$ cat config.mk
export PLATFORM = sky130hd
export DESIGN_NAME = float_to_int
export DESIGN_NICKNAME = d
export VERILOG_FILES = /design/src/rtl/float_to_int_pkg.sv /design/src/rtl/float_to_int_fp_classify.sv /design/src/rtl/float_to_int.sv
export SDC_FILE = /design/constraint.sdc
export NUM_CORES = 1
export LEC_CHECK = 0
export BUFFER_PORTS_ARGS = -buffer_cell sky130_fd_sc_hd__buf_4
export CORE_UTILIZATION = 53
export DETAILED_ROUTE_END_ITERATION = 12
export GPL_TIMING_DRIVEN = 0
export HOLD_SLACK_MARGIN = 0.1
export PLACE_DENSITY_LB_ADDON = 0.3
export SYNTH_ARGS = -nofsm -noshare
export SYNTH_HDL_FRONTEND = slang
export SYNTH_SLANG_ARGS = --single-unit
$ cat constraint.sdc
create_clock -name clk -period 2.2 [get_ports clk]
set_input_delay 0.33 -clock clk [delete_from_list [all_inputs] [get_ports clk]]
set_output_delay 0.33 -clock clk [all_outputs]
set_load 0.01 [all_outputs]
$ cat src/rtl/float_to_int_pkg.sv
// Shared ALU definitions for the float-to-integer converter.
// Holds the converter FSM state encoding, IEEE-754 single-precision field
// constants, the 32-bit signed integer limits, and the helper that picks
// the out-of-range result for a given sign.
package float_to_int_pkg;

    typedef enum logic [2:0] {
        GET_Z   = 3'd0,
        UNPACK  = 3'd1,
        SPECIAL = 3'd2,
        CONVERT = 3'd3,
        PACK    = 3'd4,
        PUT_INT = 3'd5
    } state_t;

    localparam int          EXP_BIAS   = 127;
    localparam logic [7:0]  FP_EXP_MAX = 8'd255;
    localparam logic [31:0] INT_MIN    = 32'h8000_0000;
    localparam logic [31:0] INT_MAX    = 32'h7FFF_FFFF;

    // Saturating mode clamps by sign; otherwise every overflow is INT_MIN.
    function automatic logic [31:0] ovf_value(input logic sat, input logic sign);
        if (sat && !sign) return INT_MAX;
        return INT_MIN;
    endfunction

endpackage

$ cat src/rtl/float_to_int_fp_classify.sv
// IEEE-754 single-precision operand classifier.
// Purely combinational; shared with the divider's special-case logic.
// Ports:
//   z         in  32  float word
//   is_nan    out 1   exponent all ones, mantissa non-zero
//   is_inf    out 1   exponent all ones, mantissa zero
//   is_zero   out 1   exponent zero, mantissa zero
//   is_denorm out 1   exponent zero, mantissa non-zero
module float_to_int_fp_classify
    import float_to_int_pkg::*;
(
    input  logic [31:0] z,
    output logic        is_nan,
    output logic        is_inf,
    output logic        is_zero,
    output logic        is_denorm
);

    logic exp_max;
    logic exp_zero;
    logic man_zero;

    assign exp_max  = (z[30:23] == FP_EXP_MAX);
    assign exp_zero = (z[30:23] == 8'd0);
    assign man_zero = (z[22:0] == 23'd0);

    assign is_nan    = exp_max && !man_zero;
    assign is_inf    = exp_max && man_zero;
    assign is_zero   = exp_zero && man_zero;
    assign is_denorm = exp_zero && !man_zero;

endmodule

$ cat src/rtl/float_to_int.sv
// Single-precision float to 32-bit signed integer converter.
// Accepts a float through a strobe/ack handshake, truncates toward zero with
// a one-bit-per-cycle shifter, and returns the integer through an identical
// strobe/ack handshake. NaN yields NAN_VALUE; out-of-range values saturate
// by sign (SAT_OVERFLOW=1) or all map to INT_MIN (SAT_OVERFLOW=0).
// Ports:
//   clk        in  1   clock
//   rst        in  1   synchronous active-high reset
//   i_z        in  32  float operand
//   i_z_stb    in  1   operand valid
//   i_z_ack    out 1   operand accepted
//   o_int      out 32  signed integer result
//   o_int_stb  out 1   result valid
//   o_int_ack  in  1   result accepted
//
// state   | meaning
// GET_Z   | raise i_z_ack, wait for operand
// UNPACK  | split sign / unbiased exponent / left-aligned mantissa
// SPECIAL | NaN, inf, |x|<1 and overflow resolved directly
// CONVERT | shift mantissa right until exponent reaches 31
// PACK    | apply sign
// PUT_INT | present result until acknowledged
module float_to_int
    import float_to_int_pkg::*;
#(
    parameter bit          SAT_OVERFLOW = 1'b1,
    parameter logic [31:0] NAN_VALUE    = 32'h8000_0000
) (
    input  logic        clk,
    input  logic        rst,
    input  logic [31:0] i_z,
    input  logic        i_z_stb,
    output logic        i_z_ack,
    output logic [31:0] o_int,
    output logic        o_int_stb,
    input  logic        o_int_ack
);

    state_t             state, state_nxt;
    logic [31:0]        z_q, z_nxt;
    logic               s_q, s_nxt;
    logic signed [9:0]  e_q, e_nxt;
    logic [31:0]        m_q, m_nxt;
    logic [31:0]        result_q, result_nxt;
    logic               ack_q, ack_nxt;
    logic               stb_q, stb_nxt;
    logic [31:0]        out_q, out_nxt;

    logic is_nan, is_inf, is_zero, is_denorm;

    float_to_int_fp_classify u_classify (
        .z         (z_q),
        .is_nan    (is_nan),
        .is_inf    (is_inf),
        .is_zero   (is_zero),
        .is_denorm (is_denorm)
    );

    always_ff @(posedge clk) begin
        if (rst) begin
            state    <= GET_Z;
            z_q      <= '0;
            s_q      <= 1'b0;
            e_q      <= '0;
            m_q      <= '0;
            result_q <= '0;
            ack_q    <= 1'b0;
            stb_q    <= 1'b0;
            out_q    <= '0;
        end else begin
            state    <= state_nxt;
            z_q      <= z_nxt;
            s_q      <= s_nxt;
            e_q      <= e_nxt;
            m_q      <= m_nxt;
            result_q <= result_nxt;
            ack_q    <= ack_nxt;
            stb_q    <= stb_nxt;
            out_q    <= out_nxt;
        end
    end

    always_comb begin
        state_nxt  = state;
        z_nxt      = z_q;
        s_nxt      = s_q;
        e_nxt      = e_q;
        m_nxt      = m_q;
        result_nxt = result_q;
        ack_nxt    = ack_q;
        stb_nxt    = stb_q;
        out_nxt    = out_q;

        case (state)
            GET_Z: begin
                // ack is registered, so it first shows a cycle after entry
                ack_nxt = 1'b1;
                if (ack_q && i_z_stb) begin
                    z_nxt     = i_z;
                    ack_nxt   = 1'b0;
                    state_nxt = UNPACK;
                end
            end
            UNPACK: begin
                s_nxt     = z_q[31];
                e_nxt     = $signed({2'b00, z_q[30:23]}) - 10'(EXP_BIAS);
                m_nxt     = {1'b1, z_q[22:0], 8'h00};
                state_nxt = SPECIAL;
            end
            SPECIAL: begin
                state_nxt = PUT_INT;
                if (is_nan) begin
                    result_nxt = NAN_VALUE;
                end else if (is_inf) begin
                    result_nxt = ovf_value(SAT_OVERFLOW, s_q);
                end else if (is_zero || is_denorm || e_q < 10'sd0) begin
                    result_nxt = '0;
                end else if (e_q > 10'sd30) begin
                    // -2^31 exactly is representable even when not saturating
                    if (s_q && e_q == 10'sd31 && z_q[22:0] == 23'd0) begin
                        result_nxt = INT_MIN;
                    end else begin
                        result_nxt = ovf_value(SAT_OVERFLOW, s_q);
                    end
                end else begin
                    state_nxt = CONVERT;
                end
            end
            CONVERT: begin
                // Leave on the same edge as the final shift so e=30 costs one cycle here.
                if (e_q < 10'sd31) begin
                    m_nxt = m_q >> 1;
                    e_nxt = e_q + 10'sd1;
                    if (e_q == 10'sd30) begin
                        state_nxt = PACK;
                    end
                end else begin
                    state_nxt = PACK;
                end
            end
            PACK: begin
                result_nxt = s_q ? (~m_q + 32'd1) : m_q;
                state_nxt  = PUT_INT;
            end
            PUT_INT: begin
                stb_nxt = 1'b1;
                out_nxt = result_q;
                if (stb_q && o_int_ack) begin
                    stb_nxt   = 1'b0;
                    state_nxt = GET_Z;
                end
            end
            default: begin
                state_nxt = GET_Z;
            end
        endcase
    end

    assign i_z_ack   = ack_q;
    assign o_int_stb = stb_q;
    assign o_int     = out_q;

endmodule

==> flow_metrics.env <==
export IMPL_status="finished with violations"
export IMPL_violations="setup timing"
export IMPL_synth_most_common_cell="nand2_1"
export IMPL_p_int_uw=5280
export IMPL_hold_viol=0
export IMPL_nets=1017
export IMPL_crit_slowest_cell="or4_4"
export IMPL_min_to="z_q[21]"
export IMPL_crit_chain="or4_4 -> a311oi_4 -> nand3_4 -> a21o_1 -> buf_6 -> buf_12 -> nor2_2 -> a211oi_2"
export IMPL_hold_start="i_z[21]"
export IMPL_cts_hold_buf=0
export IMPL_p_per_area_nw_per_um2=856
export IMPL_r2r_end="result_q[30]"
export IMPL_die_w_um=116
export IMPL_gr_total_overflow=0
export IMPL_syn_inst=875
export IMPL_worstSetupEndpointType="flip-flop"
export IMPL_drc=0
export IMPL_area_growth_pct=24.5
export IMPL_antenna_cells=0
export IMPL_synth_common_cells="nand2_1 (224), dfxtp_1 (144), a21oi_1 (96), nor2_1 (76), clkbuf_1 (59)"
export IMPL_clk_latency_ns=0.42
export IMPL_antenna_left=0
export IMPL_fin_crit_ns=2.22
export IMPL_clk_pin_slew_worst_paths_ns=0.06
export IMPL_grt_max_degree=17
export IMPL_finish_utilization=0.678
export IMPL_required_ns=2.47
export IMPL_crit_path_start_kind="flip-flop"
export IMPL_wirelength_um=17900
export IMPL_synth_edff_count=0
export IMPL_tightest_slew_ns=0.830
export IMPL_dpl_worst_slack_ns=-0.386
export IMPL_criticalPathCategory="reg -> reg"
export IMPL_io_pins=70
export IMPL_place_congestion=0.894
export IMPL_postSynthNetCount=916
export IMPL_finalSetupViolCount=2
export IMPL_drtPass1Iterations=5
export IMPL_h_tree_depth=4
export IMPL_grt_pass1_wl_um=28600
export IMPL_antenna_found_initial=0
export IMPL_clock_fmax_mhz=451
export IMPL_critPathMaxFanout=10
export IMPL_wire_per_inst_um=15.4
export IMPL_p_leak_uw=0.00315
export IMPL_syn_avg_cell_area_um2=7.88
export IMPL_finClkSkew_ns=0.00547
export IMPL_cts_sinks=144
export IMPL_clock_root_buffer="clkbuf_16"
export IMPL_r2r_start="e_q[6]"
export IMPL_combPwrFrac=0.188
export IMPL_synthFlopType="dfxtp_1"
export IMPL_syn_area_um2=6890
export IMPL_final_period_utilization=1.01
export IMPL_register_area_um2=2900
export IMPL_max_vdd_ir_drop_mv=0.476
export IMPL_yosysTopAreaCell="dfxtp_1"
export IMPL_cap_violations=0
export IMPL_power_switching_uw=2060
export IMPL_cpPeakStageDelay_ns=0.55
export IMPL_rsz0062_at_grt="yes"
export IMPL_route_vias_total=6458
export IMPL_fill_cells=1083
export IMPL_dpl_hpwl_um=12300
export IMPL_initial_core_util=0.544
export IMPL_die_area_um2=13500
export IMPL_worst_slack_ns=-0.0158
export IMPL_synth_seq_area_share=0.418
export IMPL_num_rows=41
export IMPL_r2r_cells=8
export IMPL_ff2ff_setup_slack_ns=-0.02
export IMPL_synth_top_area_share=0.418
export IMPL_drtIter0Drc=609
export IMPL_switching_share=0.281
export IMPL_grt_total_usage=0.274
export IMPL_synth_seq_cells=144
export IMPL_cts_buffers=17
export IMPL_post_drt_via_cell_ratio=5.56
export IMPL_p_seq_frac=0.408
export IMPL_relSlewSlack=0.447
export IMPL_fin_area_um2=8590
export IMPL_grt_pass1_vias=5798
export IMPL_hp_class="in -> reg"
export IMPL_cts_tree="done"
export IMPL_synthTopCellsByArea="dfxtp_1 (42%), nand2_1 (12%), a21oi_1 (7.0%), nor2_1 (4.1%), a211oi_2 (3.6%)"
export IMPL_clkPwrFrac=0.403
export IMPL_clock_path_buffers=2
export IMPL_ys_warn_count=0
export IMPL_multi_input_area_um2=3840
export IMPL_die_h_um=116
export IMPL_drive_gt1_frac=0.222
export IMPL_core_area_um2=12700
export IMPL_synthArstFlopShare=0
export IMPL_place_area_um2=7630
export IMPL_slew_viol_final=0
export IMPL_holdPathStages=3
export IMPL_synthDistinctLibCells=62
export IMPL_io_buffer_count=69
export IMPL_arrival_ns=2.49
worst max path at each step:
| stage | start | to | slack (ns) | cells after the start |
|---|---|---|---|---|
| floorplan | e_q[5] | result_q[22] | 0.10 | 8 |
| global placement | z_q[24] | result_q[22] | -0.32 | 7 |
| detailed placement | z_q[24] | result_q[19] | -0.39 | 7 |
| CTS | m_q[3] | result_q[30] | -0.001 | 8 |
| global route | m_q[2] | result_q[18] | -0.07 | 7 |
| finish | e_q[6] | result_q[30] | -0.02 | 8 |
worst max-delay path: cells and delay by family, from the launching register on:
family / cells / cell delay, ns
simple gates: 3 / 0.82
buf+inv: 2 / 0.29
flops: 1 / 0.35
compound gates: 3 / 0.59
metrics by stage:
stage | hold WS [ns] | total power [uW] | setup TNS, ns | cells
after floorplan | 0.432 | 3860 | 0 | 875
after global placement | 0.440 | 4140 | -10.38 | 1116
after detailed placement | 0.444 | 4160 | -12.13 | 1116
after CTS | 0.138 | 7220 | -0.00111 | 1157
after global routing | 0.152 | 7650 | -0.758 | 1161
final | 0.151 | 7350 | -0.0183 | 1161
power by group through the flow:
stage | Combinational, uW | Clock (uW) | Sequential (uW)
3_5_place_dp | 1150 | 0 | 3020
2_1_floorplan | 893 | 0 | 2970
6_report | 1380 | 2960 | 3000
3_3_place_gp | 1130 | 0 | 3010
4_1_cts | 1270 | 2990 | 2960
5_1_grt | 1520 | 3110 | 3020
state kept, by name, indices dropped and copies added, names as in the netlist:
signal and cells:
i_z_ack 1, state 3, z_q 32, m_q 32, e_q 10, o_int 32, s_q 1, o_int_stb 1
result_q 32
cell type report:
class,instances,share of cell area
timing repair buffer,89,0.0790
clock inverter,11,0.0157
buffer,61,0.0345
clock buffer,21,0.0560
inverter,11,0.00481
tap,172,0.0251
multi-input combinational,652,0.447
sequential,144,0.338
what timing repair did:
action                                  4_1_cts  5_1_grt
gates cloned                                  1        0
gates resized for setup                      27       50
endpoints found under the setup margin       63       90
pin swaps                                    14       18
setup buffers                                 9       10
routing by layer:
layer,GRT usage,vias to the layer above,routed length [um]
li1,-,3247,-
met1,0.352,2900,7990
met2,0.442,264,8240
met3,0.0570,47,1130
met4,0.127,0,516
met5,0,-,0
placed cells by master, fill, tap and decap left out, types with 5 or more instances in the layout:
cell,instances
nand2_1,224
dfxtp_1,134
a21oi_1,93
buf_4,88
nor2_1,66
clkbuf_1,43
a311oi_1,24
a211oi_2,21
nor3_1,20
xor2_1,18
o21ai_0,17
clkbuf_16,17
xnor2_1,16
nand3_1,12
nor2_2,12
a211oi_1,11
nor4_1,10
and3_1,10
inv_1,10
clkbuf_2,10
a31oi_1,9
dfxtp_2,7
or4_4,6
nor2_4,6
clkinv_2,6
and2_1,5
clkbuf_8,5
logic make-up after synthesis:
logic type | synth area share
AND/OR/NAND/NOR | 0.266
AO/OA/AOI/OAI | 0.212
flip-flops | 0.418
buffers and inverters | 0.0492
XOR/XNOR | 0.0432
adder cells (fa/ha/maj) | 0.00907
multiplexers | 0.00290
(Power assumes the default switching activity.)
